File: src/rtl/eng_uc_port.sv
// eng_uc_port: engine-side unit-literal port with outbound (to arbiter) and inbound (broadcast) FIFOs.
// Optional macro UC_DEDUP_EN drops outbound pushes that duplicate an already queued literal.
`ifndef UC_LENGTH
`define UC_LENGTH 64
`endif

module eng_uc_port #(
   parameter int unsigned OUT_DEPTH = 8,
   parameter int unsigned IN_DEPTH  = 8,
   localparam int unsigned LW       = $clog2(`UC_LENGTH)
) (
   input  logic          clk,
   input  logic          rst,
   input  logic          eng_push,
   input  logic [LW-1:0] eng_lit,
   output logic          eng_full,
   input  logic          uca_grant,
   input  logic          uca2eng_pop,
   output logic [LW-1:0] eng2uca_min,
   output logic          eng2uca_valid,
   output logic          eng2uca_empty,
   input  logic          uca2eng_valid,
   input  logic [LW-1:0] uca2eng,
   output logic          uca2eng_full,
   input  logic          conflict,
   input  logic          eng_pop,
   output logic [LW-1:0] eng_in_lit,
   output logic          eng_in_empty,
   output logic          uc_ovf
);

   localparam int unsigned OPW = $clog2(OUT_DEPTH);
   localparam int unsigned IPW = $clog2(IN_DEPTH);
   localparam logic [OPW:0] OutCap = (OPW+1)'(OUT_DEPTH);
   localparam logic [IPW:0] InCap  = (IPW+1)'(IN_DEPTH);

   typedef enum logic {StRun, StFlush} state_e;

   state_e         r_state;
   logic [LW-1:0]  r_out_mem [OUT_DEPTH];
   logic [OPW-1:0] r_out_rd;
   logic [OPW-1:0] r_out_wr;
   logic [OPW:0]   r_out_cnt;
   logic [LW-1:0]  r_in_mem [IN_DEPTH];
   logic [IPW-1:0] r_in_rd;
   logic [IPW-1:0] r_in_wr;
   logic [IPW:0]   r_in_cnt;
   logic           r_ovf;

   logic w_run;
   logic w_out_empty;
   logic w_out_full;
   logic w_out_pop;
   logic w_out_push;
   logic w_out_dup;
   logic w_in_empty;
   logic w_in_full;
   logic w_in_pop;
   logic w_in_offer;
   logic w_in_wr;
   logic w_in_ovf;

   // A conflict in the same cycle overrides every other request.
   assign w_run       = (r_state == StRun) && !conflict;

   assign w_out_empty = (r_out_cnt == '0);
   assign w_out_full  = (r_out_cnt == OutCap);
   assign w_out_pop   = w_run && uca2eng_pop && uca_grant && !w_out_empty;
   assign w_out_push  = w_run && eng_push && (eng_lit != '0) && !w_out_dup &&
                        (!w_out_full || w_out_pop);

`ifdef UC_DEDUP_EN
   always_comb begin
      w_out_dup = 1'b0;
      for (int i = 0; i < OUT_DEPTH; i++) begin
         if (({1'b0, OPW'(i) - r_out_rd} < r_out_cnt) && (r_out_mem[i] == eng_lit)) begin
            w_out_dup = 1'b1;
         end
      end
   end
`else
   assign w_out_dup = 1'b0;
`endif

   assign w_in_empty = (r_in_cnt == '0);
   assign w_in_full  = (r_in_cnt == InCap);
   assign w_in_pop   = w_run && eng_pop && !w_in_empty;
   assign w_in_offer = w_run && uca2eng_valid && (uca2eng != '0);
   assign w_in_wr    = w_in_offer && (!w_in_full || w_in_pop);
   assign w_in_ovf   = w_in_offer && w_in_full && !w_in_pop;

   assign eng_full      = w_out_full || (r_state == StFlush);
   assign eng2uca_min   = w_out_empty ? '0 : r_out_mem[r_out_rd];
   assign eng2uca_valid = !w_out_empty;
   assign eng2uca_empty = w_out_empty;
   assign uca2eng_full  = w_in_full || (r_state == StFlush);
   assign eng_in_lit    = w_in_empty ? '0 : r_in_mem[r_in_rd];
   assign eng_in_empty  = w_in_empty;
   assign uc_ovf        = r_ovf;

   always_ff @(posedge clk or negedge rst) begin
      if (!rst) begin
         r_state   <= StRun;
         r_out_rd  <= '0;
         r_out_wr  <= '0;
         r_out_cnt <= '0;
         r_in_rd   <= '0;
         r_in_wr   <= '0;
         r_in_cnt  <= '0;
         r_ovf     <= 1'b0;
      end else if (conflict) begin
         r_state   <= StFlush;
         r_out_rd  <= '0;
         r_out_wr  <= '0;
         r_out_cnt <= '0;
         r_in_rd   <= '0;
         r_in_wr   <= '0;
         r_in_cnt  <= '0;
         r_ovf     <= 1'b0;
      end else if (r_state == StFlush) begin
         r_state <= StRun;
      end else begin
         if (w_out_push) r_out_wr <= r_out_wr + 1'b1;
         if (w_out_pop)  r_out_rd <= r_out_rd + 1'b1;
         if (w_out_push && !w_out_pop) begin
            r_out_cnt <= r_out_cnt + 1'b1;
         end else if (!w_out_push && w_out_pop) begin
            r_out_cnt <= r_out_cnt - 1'b1;
         end
         if (w_in_wr)  r_in_wr <= r_in_wr + 1'b1;
         if (w_in_pop) r_in_rd <= r_in_rd + 1'b1;
         if (w_in_wr && !w_in_pop) begin
            r_in_cnt <= r_in_cnt + 1'b1;
         end else if (!w_in_wr && w_in_pop) begin
            r_in_cnt <= r_in_cnt - 1'b1;
         end
         if (w_in_ovf) r_ovf <= 1'b1;
      end
   end

   // Storage needs no reset: outputs are masked whenever the count says empty.
   always_ff @(posedge clk) begin
      if (w_out_push) r_out_mem[r_out_wr] <= eng_lit;
      if (w_in_wr)    r_in_mem[r_in_wr]   <= uca2eng;
   end

endmodule

File: config.mk
export PLATFORM = sky130hd
export DESIGN_NAME = eng_uc_port
export DESIGN_NICKNAME = d
export VERILOG_FILES = /design/src/rtl/eng_uc_port.sv
export SDC_FILE = /design/constraint.sdc
export NUM_CORES = 1
export LEC_CHECK = 0
export CORE_MARGIN = 3
export CORE_UTILIZATION = 50
export DETAILED_ROUTE_END_ITERATION = 7
export GPL_ROUTABILITY_DRIVEN = 0
export MAX_ROUTING_LAYER = met4
export PLACE_DENSITY_LB_ADDON = 0.3
export SLEW_MARGIN = 30
export SYNTH_ARGS = -nofsm -noshare
export SYNTH_HDL_FRONTEND = slang
export SYNTH_SLANG_ARGS = --single-unit
export TNS_END_PERCENT = 100
File: constraint.sdc
create_clock -name clk -period 2.6 [get_ports clk]
set_input_delay 0.26 -clock clk [delete_from_list [all_inputs] [get_ports clk]]
set_output_delay 0.26 -clock clk [all_outputs]
set_load 0.02 [all_outputs]
==> run summary <==
The flow ran to the end, and the final reports show no timing, DRC or antenna violations. The critical path goes through or4_4 > mux2i_4 > nand2_1 > ha_1 > a21o_1 > a21oi_2 > and3b_2 > o211ai_1 > a21bo_2. For this run, design rule violations remaining after detail routing come to 0.

The transition time at the pin with the least slew margin is 0.787 ns, and the routed length on met3 is 383 µm. The maximum fanout along the worst path works out to 3. The fraction of the mapped netlist area in adder cells works out to 0.0273. The worst register-to-register path ends at r_out_cnt[3].

The pre-antenna-repair detailed-routing pass consisted of 4 iterations. Entering global routing, the biggest net connects 23 pins. After synthesis the netlist holds a flip-flop and latch count of 118. The layout overhead on the synthesized area was 30.4%. The worst-case IR drop observed on VDD is 0.520 mV. Across all layers, the routed design uses 3015 vias. In the routed layout, each cell is associated on average with a via count of 5.41. Dividing total power by cell area gives a power density of 848 nW/µm².

Once detailed placement completed, the half-perimeter wirelength came to 6.96 mm. The post-synth net total was 343. Setup repair after global routing could not meet its margin everywhere. Once layout is complete, the cells apart from fillers number 557. The number of setup buffers added after CTS is 0. The count of endpoints failing hold in the final timing report came out at 0. Beginning of the worst register-to-register path: r_out_cnt[1].

Net count of the finished layout: 441. By area, the combinational part of the netlist is dominated by multiplexers. The critical-path cell with the highest stage delay was or4_4. The quantity of hold-fixing buffers added after cts came out at 0.

Smallest setup slack after layout: 0.0462 ns. The dominant delay contributor by cell family on the critical path is simple AND/OR/NAND/NOR gates. For the sum of routed wire segments on met1, the log shows 4.41 mm.

The detailed-route wire length was 10.8 mm; the total number of H-tree levels was 4. The post-synthesis mux area share is 0.145, and the number of DRC markers after the initial detailed-route iteration is 175. The die covers 11500 µm². The initialized floorplan defines 36 standard-cell rows. The clock transition at the registers of the reported paths is 0.06 ns, and the fraction of registers with async set or reset after synthesis is 0.186. The number of warning messages in the yosys log was 0; the count of flip-flops with a built-in enable after synthesis was 96.

The cell area that synthesis handed to floorplanning was 5130 µm². The tools report the worst hold slack as 0.104 ns. The dominant register cell in the synthesized netlist was edfxtp_1.

CTS saw 118 sinks. The total setup violations reported at the end of the flow was 0. Yosys attributes the largest share of cell area to edfxtp_1, dfrtp_1, mux4_2. From left edge to right edge, the die measures 107 µm. The min-delay analysis places its worst path in the category in -> async. Data arrives at the worst endpoint at 2.96 ns.

STA classifies the critical path startpoint as a flop. The total track usage is 0.212. The initial core utilization came out at 0.521. The minimum clock period after layout is 2.55 ns, and the setup slack of the worst register-to-register path is 0.05 ns. The logs give 0 for the number of antenna violations at the first check in global routing and 47 for the number of different library cells in the post-synthesis netlist. Final clock period utilization by the worst path: 0.982. The max-slew violation total from the final report came out at 0. For the via count of the first global-routing pass, the log shows 3234.

The number of cells traversed by the worst register-to-register path was 9; the number of CTS-inserted buffers was 17. Across the run, the number of max-cap violations was 0. The first global-routing pass estimated 17.2 mm of wire. Pin placement for this block handled 38 I/O pins. Buffers placed on the I/O ports in this run total 37. The worst setup path is of the reg -> reg kind.

Number of nets with antenna violations after routing: 0. Derived from the worst setup path, the maximum achievable clock frequency is 392 MHz. The standby leakage power is 0.00251 µW, and the maximum clock path buffer count is 2. The number of antenna diodes in the final layout is 0.

The mean area per synthesized cell was 16.4 µm²; the post-route clock skew was 0.00739 ns. Basic-gate share of the synthesized area counting and, or, nand and nor cells: 0.0919. Global routing finished with a remaining overflow of 0. The layout cell share with drive strength beyond 1 came out at 0.304. For the relative slew slack, the log shows 0.473. The compound-cell area share of the yosys netlist is 0.0378, and the placed cell count is 525. For the sequential-to-total area share from yosys stat, the log shows 0.669. The xor-xnor portion of the synthesized cell area came out at 0.0136.

In the final routed layout, each cell accounts on average for 19.5 µm. edfxtp_1 takes more of the synthesized area than any other cell. The area fraction of the dominant cell type after synthesis came out at 0.561. Critical path launch point: r_out_cnt[1]. The commonest cells after synthesis are edfxtp_1, nor2_1, mux4_2.

By instance count, the leading cell after synthesis is edfxtp_1. Source-to-sink clock delay at the later pin of the worst-skew pair: 0.52 ns. The synthesized netlist cell count was 313; the overall power after layout was 5680 µW. Count of buffer and inverter cells on the critical path: 0. STA puts the critical path data required time at 3.00 ns.

The core outline area was 9860 µm²; the delay of the slowest cell on the worst path was 0.57 ns. The logs give -0.602 ns for the setup slack at placement and 5.88 mm for the total met2 wirelength after detailed routing. The tree is rooted in a clkbuf_8. TritonCTS built the clock tree.

The top metal layer carrying routed signals was met4. In this run the vertical extent of the chip is 107 µm. The worst setup path is captured at a flop.
==> metrics by stage <==
| stage | utilization | TNS, ns | cell area [µm²] |
|---|---|---|---|
| 3_3_place_gp | 0.610 | -14.39 | 6020 |
| 2_1_floorplan | - | -0.00209 | 5130 |
| 5_1_grt | 0.679 | -0.0206 | 6690 |
| 4_1_cts | 0.674 | -0.00208 | 6650 |
| 3_5_place_dp | 0.611 | -14.28 | 6030 |
| 6_report | 0.679 | 0 | 6690 |
==> layout make-up <==
type	instances	area (µm²)
tap	133	166
sequential	118	3430
inverter	8	30.0
clock buffer	17	414
timing repair buffer	88	772
clock inverter	15	203
fill	660	3170
multi-input combinational	178	1670
==> worst register-to-register path, cell delays in order (launching register included) <==
cell	delay, ns
dfrtp_1	0.38
or4_4	0.57
mux2i_4	0.17
nand2_1	0.10
ha_1	0.28
a21o_1	0.19
a21oi_2	0.14
and3b_2	0.23
o211ai_1	0.16
a21bo_2	0.23
==> kinds of logic after synthesis <==
group,after synthesis
flops,118
compound gates,24
simple gates,92
xor+xnor,8
buf+inv,17
fa+ha+maj,10
mux,44
==> power by group <==
part           leakage, µW  switching [µW]  internal, µW
clock             0.000287             854          1560
sequential         0.00116            45.1          2100
combinational      0.00106             573           543
==> metal layers <==
layer,global-route usage,vias up
met5,-,-
met4,0.0703,0
met3,0.0582,14
met2,0.360,65
met1,0.247,1533
li1,-,1403
==> worst max path at each step <==
stage                     slack [ns]  depth (start not counted)           end
after CTS                     -0.002                          9  r_out_cnt[3]
after floorplan               -0.002                          9   r_in_cnt[3]
after global placement         -0.55                         10   r_in_cnt[3]
after global routing           -0.02                          9  r_out_cnt[3]
final                           0.05                          9  r_out_cnt[3]
after detailed placement       -0.60                         10   r_in_cnt[3]
==> placed cells by master, fill, tap and decap left out, types with 4 or more instances in the layout <==
master	count
dfrtp_1	21
mux2i_1	17
ha_1	8
nand3_1	4
o21ai_0	5
xor2_1	6
edfxtp_1	96
buf_4	49
nand2_1	14
mux4_2	24
bufinv_16	4
a21o_1	5
clkinvlp_4	5
dlymetal6s2s_1	5
nor2_1	38
inv_1	7
clkbuf_16	16
clkdlybuf4s50_1	21
dlygate4sd2_1	11
nand2b_1	10
nor3_2	4
==> repair_timing <==
item,in CTS,in global routing
endpoints found under the setup margin,13,6
cloned,0,0
gates resized for setup,17,9
hold endpoints to repair,0,0
==> registers in the layout, summed over array words and instances, names as in the netlist <==
signal     count
r_in_cnt       4
uc_ovf         1
r_in_rd        3
r_in_mem      48
r_state        1
r_out_cnt      4
r_in_wr        3
r_out_mem     48
r_out_rd       3
r_out_wr       3
(Power assumes the default switching activity.)
